===== src/rtl/sdp_pkg.sv =====
// rtl/sdp_pkg.sv - shared constants, glyphs and types for the seven-segment scan controller
package sdp_pkg;

    typedef logic [7:0] seg_t;

    // Both sdpsel and sdpdisp are active-low: a 0 bit selects a digit or lights a segment.
    localparam logic PIN_ACTIVE = 1'b0;
    localparam seg_t SEG_BLANK  = 8'hFF;

    // Glyphs are {dp,g,f,e,d,c,b,a}, active-low.
    localparam seg_t GLYPH_0 = 8'hC0;
    localparam seg_t GLYPH_1 = 8'hF9;
    localparam seg_t GLYPH_2 = 8'hA4;
    localparam seg_t GLYPH_3 = 8'hB0;
    localparam seg_t GLYPH_4 = 8'h99;
    localparam seg_t GLYPH_5 = 8'h92;
    localparam seg_t GLYPH_6 = 8'h82;
    localparam seg_t GLYPH_7 = 8'hF8;
    localparam seg_t GLYPH_8 = 8'h80;
    localparam seg_t GLYPH_9 = 8'h90;
    localparam seg_t GLYPH_H = 8'h89;
    localparam seg_t GLYPH_E = 8'h86;
    localparam seg_t GLYPH_L = 8'hC7;
    localparam seg_t GLYPH_O = 8'hC0;

    typedef enum logic [1:0] {
        PH_BLANK = 2'd0,
        PH_ON    = 2'd1,
        PH_OFF   = 2'd2
    } phase_t;

    function automatic seg_t sel_mask(input logic [2:0] d);
        seg_t m;
        m    = SEG_BLANK;
        m[d] = PIN_ACTIVE;
        return m;
    endfunction

endpackage


===== src/rtl/sdp_scan_ctrl_if.sv =====
// rtl/sdp_scan_ctrl_if.sv - pattern write port between a requester and the scan controller
interface sdp_scan_ctrl_if;
    import sdp_pkg::*;

    logic       wr_valid;
    logic       wr_ready;
    logic [2:0] wr_addr;
    seg_t       wr_data;

    modport master (output wr_valid, output wr_addr, output wr_data, input wr_ready);
    modport slave  (input wr_valid, input wr_addr, input wr_data, output wr_ready);

endinterface


===== src/rtl/sdp_slot_timer.sv =====
// rtl/sdp_slot_timer.sv - digit slot counters, per-slot on-time and phase decode
module sdp_slot_timer
    import sdp_pkg::*;
#(
    parameter int NDIG      = 8,
    parameter int SCAN_DIV  = 50000,
    parameter int BLANK_CYC = 16
) (
    input  logic       clk,
    input  logic       rst,
    input  logic [7:0] dig_en,
    input  logic [3:0] bright,
    output logic [2:0] dig,
    output phase_t     phase,
    output logic       commit,
    output logic       pre_commit
);
    localparam int CNTW = $clog2(SCAN_DIV);
    localparam int MW   = CNTW + 5;

    logic [CNTW-1:0] cnt;
    logic            en_s;
    logic [MW-1:0]   on_len;
    logic [MW-1:0]   len_now;
    logic [MW-1:0]   len_cur;
    logic [MW-1:0]   cnt_w;
    logic            en_cur;
    logic            slot_start;
    logic            last_dig;

    assign slot_start = (cnt == '0);
    assign last_dig   = (dig == 3'(NDIG - 1));
    assign commit     = last_dig && (cnt == CNTW'(SCAN_DIV - 1));
    assign pre_commit = last_dig && (cnt == CNTW'(SCAN_DIV - 2));
    assign len_now    = (MW'(SCAN_DIV - BLANK_CYC) * (MW'(bright) + MW'(1))) >> 4;

    // The slot-start cycle uses the freshly sampled values so the decode is right even with no blanking.
    assign en_cur  = slot_start ? dig_en[dig] : en_s;
    assign len_cur = slot_start ? len_now : on_len;
    assign cnt_w   = MW'(cnt);

    always_comb begin
        phase = PH_OFF;
        if (cnt_w < MW'(BLANK_CYC))
            phase = PH_BLANK;
        else if (en_cur && (cnt_w < MW'(BLANK_CYC) + len_cur))
            phase = PH_ON;
    end

    always_ff @(posedge clk) begin
        if (rst) begin
            cnt    <= '0;
            dig    <= '0;
            en_s   <= 1'b0;
            on_len <= '0;
        end else begin
            if (cnt == CNTW'(SCAN_DIV - 1)) begin
                cnt <= '0;
                dig <= last_dig ? 3'd0 : dig + 3'd1;
            end else begin
                cnt <= cnt + CNTW'(1);
            end
            if (slot_start) begin
                en_s   <= dig_en[dig];
                on_len <= len_now;
            end
        end
    end

endmodule


===== src/rtl/sdp_scan_ctrl.sv =====
// rtl/sdp_scan_ctrl.sv - multiplexed 8-digit seven-segment scan controller with tear-free commits
module sdp_scan_ctrl
    import sdp_pkg::*;
#(
    parameter int NDIG      = 8,
    parameter int SCAN_DIV  = 50000,
    parameter int BLANK_CYC = 16
) (
    input  logic            clk,
    input  logic            rst,
    sdp_scan_ctrl_if.slave  wr,
    input  logic [7:0]      dig_en,
    input  logic [3:0]      bright,
    output seg_t            sdpsel,
    output seg_t            sdpdisp,
    output logic            frame_tick
);
    seg_t       shadow [8];
    seg_t       active [8];
    logic       dirty;
    logic [2:0] dig;
    phase_t     phase;
    logic       commit;
    logic       pre_commit;

    sdp_slot_timer #(
        .NDIG      (NDIG),
        .SCAN_DIV  (SCAN_DIV),
        .BLANK_CYC (BLANK_CYC)
    ) u_timer (
        .clk        (clk),
        .rst        (rst),
        .dig_en     (dig_en),
        .bright     (bright),
        .dig        (dig),
        .phase      (phase),
        .commit     (commit),
        .pre_commit (pre_commit)
    );

    always_ff @(posedge clk) begin
        if (rst) begin
            sdpsel      <= SEG_BLANK;
            sdpdisp     <= SEG_BLANK;
            frame_tick  <= 1'b0;
            wr.wr_ready <= 1'b1;
            dirty       <= 1'b0;
            for (int i = 0; i < 8; i++) begin
                shadow[i] <= SEG_BLANK;
                active[i] <= SEG_BLANK;
            end
        end else begin
            if (phase == PH_ON) begin
                sdpsel  <= sel_mask(dig);
                sdpdisp <= active[dig];
            end else begin
                sdpsel  <= SEG_BLANK;
                sdpdisp <= SEG_BLANK;
            end
            frame_tick  <= commit;
            // Ready drops exactly on the commit cycle, so a write can never race the buffer copy.
            wr.wr_ready <= !pre_commit;
            if (commit) begin
                if (dirty) begin
                    for (int i = 0; i < 8; i++)
                        active[i] <= shadow[i];
                    dirty <= 1'b0;
                end
            end else if (wr.wr_valid && wr.wr_ready && ({1'b0, wr.wr_addr} < 4'(NDIG))) begin
                shadow[wr.wr_addr] <= wr.wr_data;
                dirty              <= 1'b1;
            end
        end
    end

endmodule


===== src/flat_wrapper.sv =====
// flat-port wrapper written by rule: the top's interface ports become plain ports
module sdp_scan_ctrl_flat import sdp_pkg::*;
#(
    parameter int NDIG      = 8,
    parameter int SCAN_DIV  = 50000,
    parameter int BLANK_CYC = 16
)
  (clk, rst, dig_en, bright, sdpsel, sdpdisp, frame_tick, wr_wr_valid, wr_wr_addr, wr_wr_data, wr_wr_ready);
  sdp_scan_ctrl_if wr_i ();
  input  logic clk;
  input  logic rst;
  input  logic [7:0] dig_en;
  input  logic [3:0] bright;
  output seg_t sdpsel;
  output seg_t sdpdisp;
  output logic frame_tick;
  input wire logic [$bits(wr_i.wr_valid)-1:0] wr_wr_valid;
  input wire logic [$bits(wr_i.wr_addr)-1:0] wr_wr_addr;
  input wire logic [$bits(wr_i.wr_data)-1:0] wr_wr_data;
  output wire logic [$bits(wr_i.wr_ready)-1:0] wr_wr_ready;
  assign wr_i.wr_valid = wr_wr_valid;
  assign wr_i.wr_addr = wr_wr_addr;
  assign wr_i.wr_data = wr_wr_data;
  assign wr_wr_ready = wr_i.wr_ready;
  sdp_scan_ctrl #(.NDIG(NDIG), .SCAN_DIV(SCAN_DIV), .BLANK_CYC(BLANK_CYC)) u_core (.clk(clk), .rst(rst), .wr(wr_i), .dig_en(dig_en), .bright(bright), .sdpsel(sdpsel), .sdpdisp(sdpdisp), .frame_tick(frame_tick));
endmodule

===== config.mk =====
export PLATFORM = sky130hd
export DESIGN_NAME = sdp_scan_ctrl_flat
export DESIGN_NICKNAME = d
export VERILOG_FILES = /design/src/rtl/sdp_pkg.sv /design/src/rtl/sdp_scan_ctrl_if.sv /design/src/rtl/sdp_slot_timer.sv /design/src/rtl/sdp_scan_ctrl.sv /design/src/flat_wrapper.sv
export SDC_FILE = /design/constraint.sdc
export NUM_CORES = 1
export LEC_CHECK = 0
export CAP_MARGIN = 40
export CORE_MARGIN = 5
export CORE_UTILIZATION = 60
export DETAILED_ROUTE_END_ITERATION = 6
export PLACE_DENSITY = 0.79
export SYNTH_ARGS = -nofsm -noshare
export SYNTH_HDL_FRONTEND = slang
export SYNTH_HIERARCHICAL = 1
export SYNTH_SLANG_ARGS = --single-unit

===== constraint.sdc =====
create_clock -name clk -period 8.6 [get_ports clk]
set_input_delay 1.72 -clock clk [delete_from_list [all_inputs] [get_ports clk]]
set_output_delay 1.72 -clock clk [all_outputs]
set_load 0.05 [all_outputs]

==> impl_metrics.yaml <==
run_status:
  status: "finished clean"
clocking:
  cts.sinks: 188
  ctsHtreeMaxLevel: 4
  clkSlewWorstSetupHoldPaths_ns: 0.07
  cts_hold_buf: 0
  cts_tree: "done"
  clockRootBuffer: "clkbuf_16"
  clk_path_buf_depth: 2
  numCtsBuffers: 17
  insertion_delay_ns: 0.43
synthesis:
  synth_fp_nets: 871
  synth_enable_flop_cells: 128
  postSynthAreaPerCell_sq_um: 11.9
  seq_area_frac_synth_pct: 53.4
  synth_area_sq_um: 9440
  synthFlopType: "edfxtp_1"
  ys_async_sr_fraction_pct: 0
  synthesis.instances: 795
  synth_seq_cells: 188
  yosys_warnings: 6
  ys_types: 79
min_path:
  min_path_type: "flop to flop"
  hold_start: "u_core/u_timer/on_len[1]$_SDFF_PP0_"
  whs_endpoint: "u_core/u_timer/on_len[1]$_SDFF_PP0_"
  min_path_cells: 2
die:
  die_h_microns: 135
  row_count: 45
  io_pins: 44
  start_util_pct: 61.7
  core_sq_um: 15300
  dieArea_sq_um: 18300
  fp.dieW_microns: 135
setup_path:
  r2r_cells: 25
  r2r-start: "u_core/u_timer/cnt[0]$_SDFF_PP0_"
  critPathArrivalTime_ns: 8.56
  r2r_setup_slack_ns: 1.30
  cp_max_fo: 7
  end_kind: "flop"
  reg2reg_to: "u_core/sdpdisp[5]$_SDFF_PP1_"
  crit_required_ns: 8.89
  critPathKind: "input port to flop"
  start_kind: "input port"
drt:
  drcViolationCount: 0
  totalWireLength_mm: 20.4
  drt_first_pass_iters: 5
  drt_iter0_drc: 547
  num_vias: 6316
  wl_per_cell_microns: 18.9
  ant_nets: 0
  viasPerCell: 5.83
cells_and_area:
  post-route-util_pct: 70.2
  diodes: 0
  area_growth_syn_to_layout_pct: 13.8
  drive_above_1_share_pct: 17.9
  final_cell_mix: "edfxtp_1, dfxtp_1, or2_2, ha_1, nor2_1"
  final_common_cell: "edfxtp_1"
  nets: 936
  finalNonFillerCells: 1084
timing:
  tns_ns: 0
  setup_ws_ns: 0.334
  fmax_mhz: 121
  hold_viol: 0
  slew_headroom_pct: 44.3
  finalCritPeriodShare_pct: 96.1
  final_max_slew_viol_count: 0
  finalSetupViolCount: 0
  worst_pin_slew_ns: 0.836
  min_period_ns: 8.27
  skew_ns: 0.0137
  rsz0062_at_grt: "no"
global_route:
  grt_usage_pct: 23.6
  grt_start_max_net_pins: 65
  grt_pass1_vias: 6502
  antenna_found_initial: 0
  grt_first_pass_wirelength_mm: 33.3
  overflow: 0
place:
  place.port_buffers: 43
  place_ws_ns: -0.135
  gp_congestion: 0.891
  place_hpwl_mm: 14.5
  placed_cells: 1052
pwr:
  finalPower_mw: 2.03
  powerDensity_nw_per_um2: 189
  vdd_ir_drop_max_mv: 0.139
  p_leak_nw: 3.78
flow_run:
  drv_cap: 0
layout make-up:
type | count | area, sq um
Inverter | 24 | 90.1
Clock buffer | 22 | 444
Tap cell | 211 | 264
Fill cell | 1103 | 4560
Timing Repair Buffer | 71 | 636
Clock inverter | 10 | 85.1
Sequential cell | 188 | 5040
Multi-Input combinational cell | 558 | 4190
synthesized netlist by cell type (all sizes together), types with 4 or more instances:
cell type | instances | area, sq um
nor4b | 5 | 95.1
nand4 | 8 | 65.1
nor3 | 16 | 101
o221ai | 4 | 35.0
o211ai | 6 | 45.0
edfxtp | 128 | 3840
o21ai | 11 | 55.1
nor2 | 49 | 186
xnor2 | 24 | 210
dfxtp | 60 | 1200
a31oi | 4 | 25.0
a21oi | 22 | 110
nand2 | 42 | 158
clkbuf | 11 | 42.5
nor4 | 6 | 97.6
mux2 | 12 | 135
a21o | 4 | 30.0
buf | 14 | 86.3
a211oi | 7 | 52.6
mux2i | 13 | 130
and3 | 13 | 81.3
ha | 49 | 613
xor2 | 15 | 131
inv | 24 | 90.1
or2 | 101 | 632
and2 | 6 | 37.5
a22oi | 7 | 57.6
a221oi | 8 | 70.1
nor2b | 8 | 52.6
nand3 | 17 | 90.1
nor3b | 10 | 85.1
nand2b | 46 | 288
what timing repair did:
action,4_1_cts,5_1_grt
resized for setup,0,2
buffers inserted,0,0
setup endpoints to repair,0,6
report_power, final:
group | switching [mW] | internal (mW) | total (mW)
clock network | 0.334 | 0.376 | 0.711
logic | 0.177 | 0.127 | 0.304
registers | 0.0163 | 1.00 | 1.02
cells by family after synthesis:
family                   after synthesis  synth area share (%)
AND/OR/NAND/NOR                      345                  23.1
flip-flops                           188                  53.4
AO/OA/AOI/OAI                         96                  7.30
adder cells (fa/ha/maj)               50                  6.70
buffers and inverters                 49                  2.32
XOR/XNOR                              39                  3.62
multiplexers                          28                  3.52
registers in the layout (all words and copies together), names as in the netlist:
name                   flops
u_core/sdpsel              8
u_core/dirty               1
u_core/u_timer/on_len     21
u_core/active             64
u_core/u_timer/dig         3
u_core/wr.wr_ready         1
u_core/shadow             64
u_core/u_timer/cnt        16
u_core/frame_tick          1
u_core/sdpdisp             8
u_core/u_timer/en_s        1
worst max-delay path: stages:
cell             delay, ns
clkdlybuf4s50_1       0.52
ha_1                  0.20
xor2_1                0.22
ha_1                  0.29
ha_1                  0.28
ha_1                  0.31
inv_1                 0.06
fa_1                  0.49
or3b_2                0.46
a2111o_1              0.29
a2111o_1              0.38
o21ai_1               0.18
or2b_1                0.26
xnor2_1               0.13
ha_1                  0.29
a2111oi_0             0.46
o31ai_1               0.15
a211oi_2              0.21
nand2b_1              0.09
nor3b_1               0.16
nand2b_1              0.09
mux2i_1               0.08
nor4b_2               0.24
a211oi_1              0.10
or3b_1                0.51
a221oi_1              0.25
o211ai_1              0.14
worst max-delay path by stage:
stage / from / to / slack [ns] / cells past startpoint
detailed placement: bright[1] / u_core/sdpdisp[5]$_SDFF_PP1_ / -0.13 / 25
global route: bright[1] / u_core/sdpdisp[7]$_SDFF_PP1_ / 0.05 / 27
CTS: bright[1] / u_core/sdpdisp[5]$_SDFF_PP1_ / 0.30 / 25
finish: bright[1] / u_core/sdpdisp[5]$_SDFF_PP1_ / 0.33 / 27
global placement: bright[1] / u_core/sdpsel[0]$_SDFF_PP1_ / 0.13 / 26
floorplan: bright[0] / u_core/sdpdisp[5]$_SDFF_PP1_ / 0.61 / 25
routing by layer:
metal  track usage, %  routed length, microns  up-vias
li1                 -                       -     3009
met1             31.4                    8550     3084
met2             39.5                   10200      202
met3             4.64                    1410       21
met4             6.66                     265        0
met5                0                       0        -
per-stage QoR:
stage,area [sq um],hold WS (ns)
4_1_cts,10700,0.452
5_1_grt,10800,0.483
6_report,10800,0.449
3_3_place_gp,10200,0.435
3_5_place_dp,10200,0.441
2_1_floorplan,9440,0.422
Note: power is estimated with default switching activity, not from simulation.
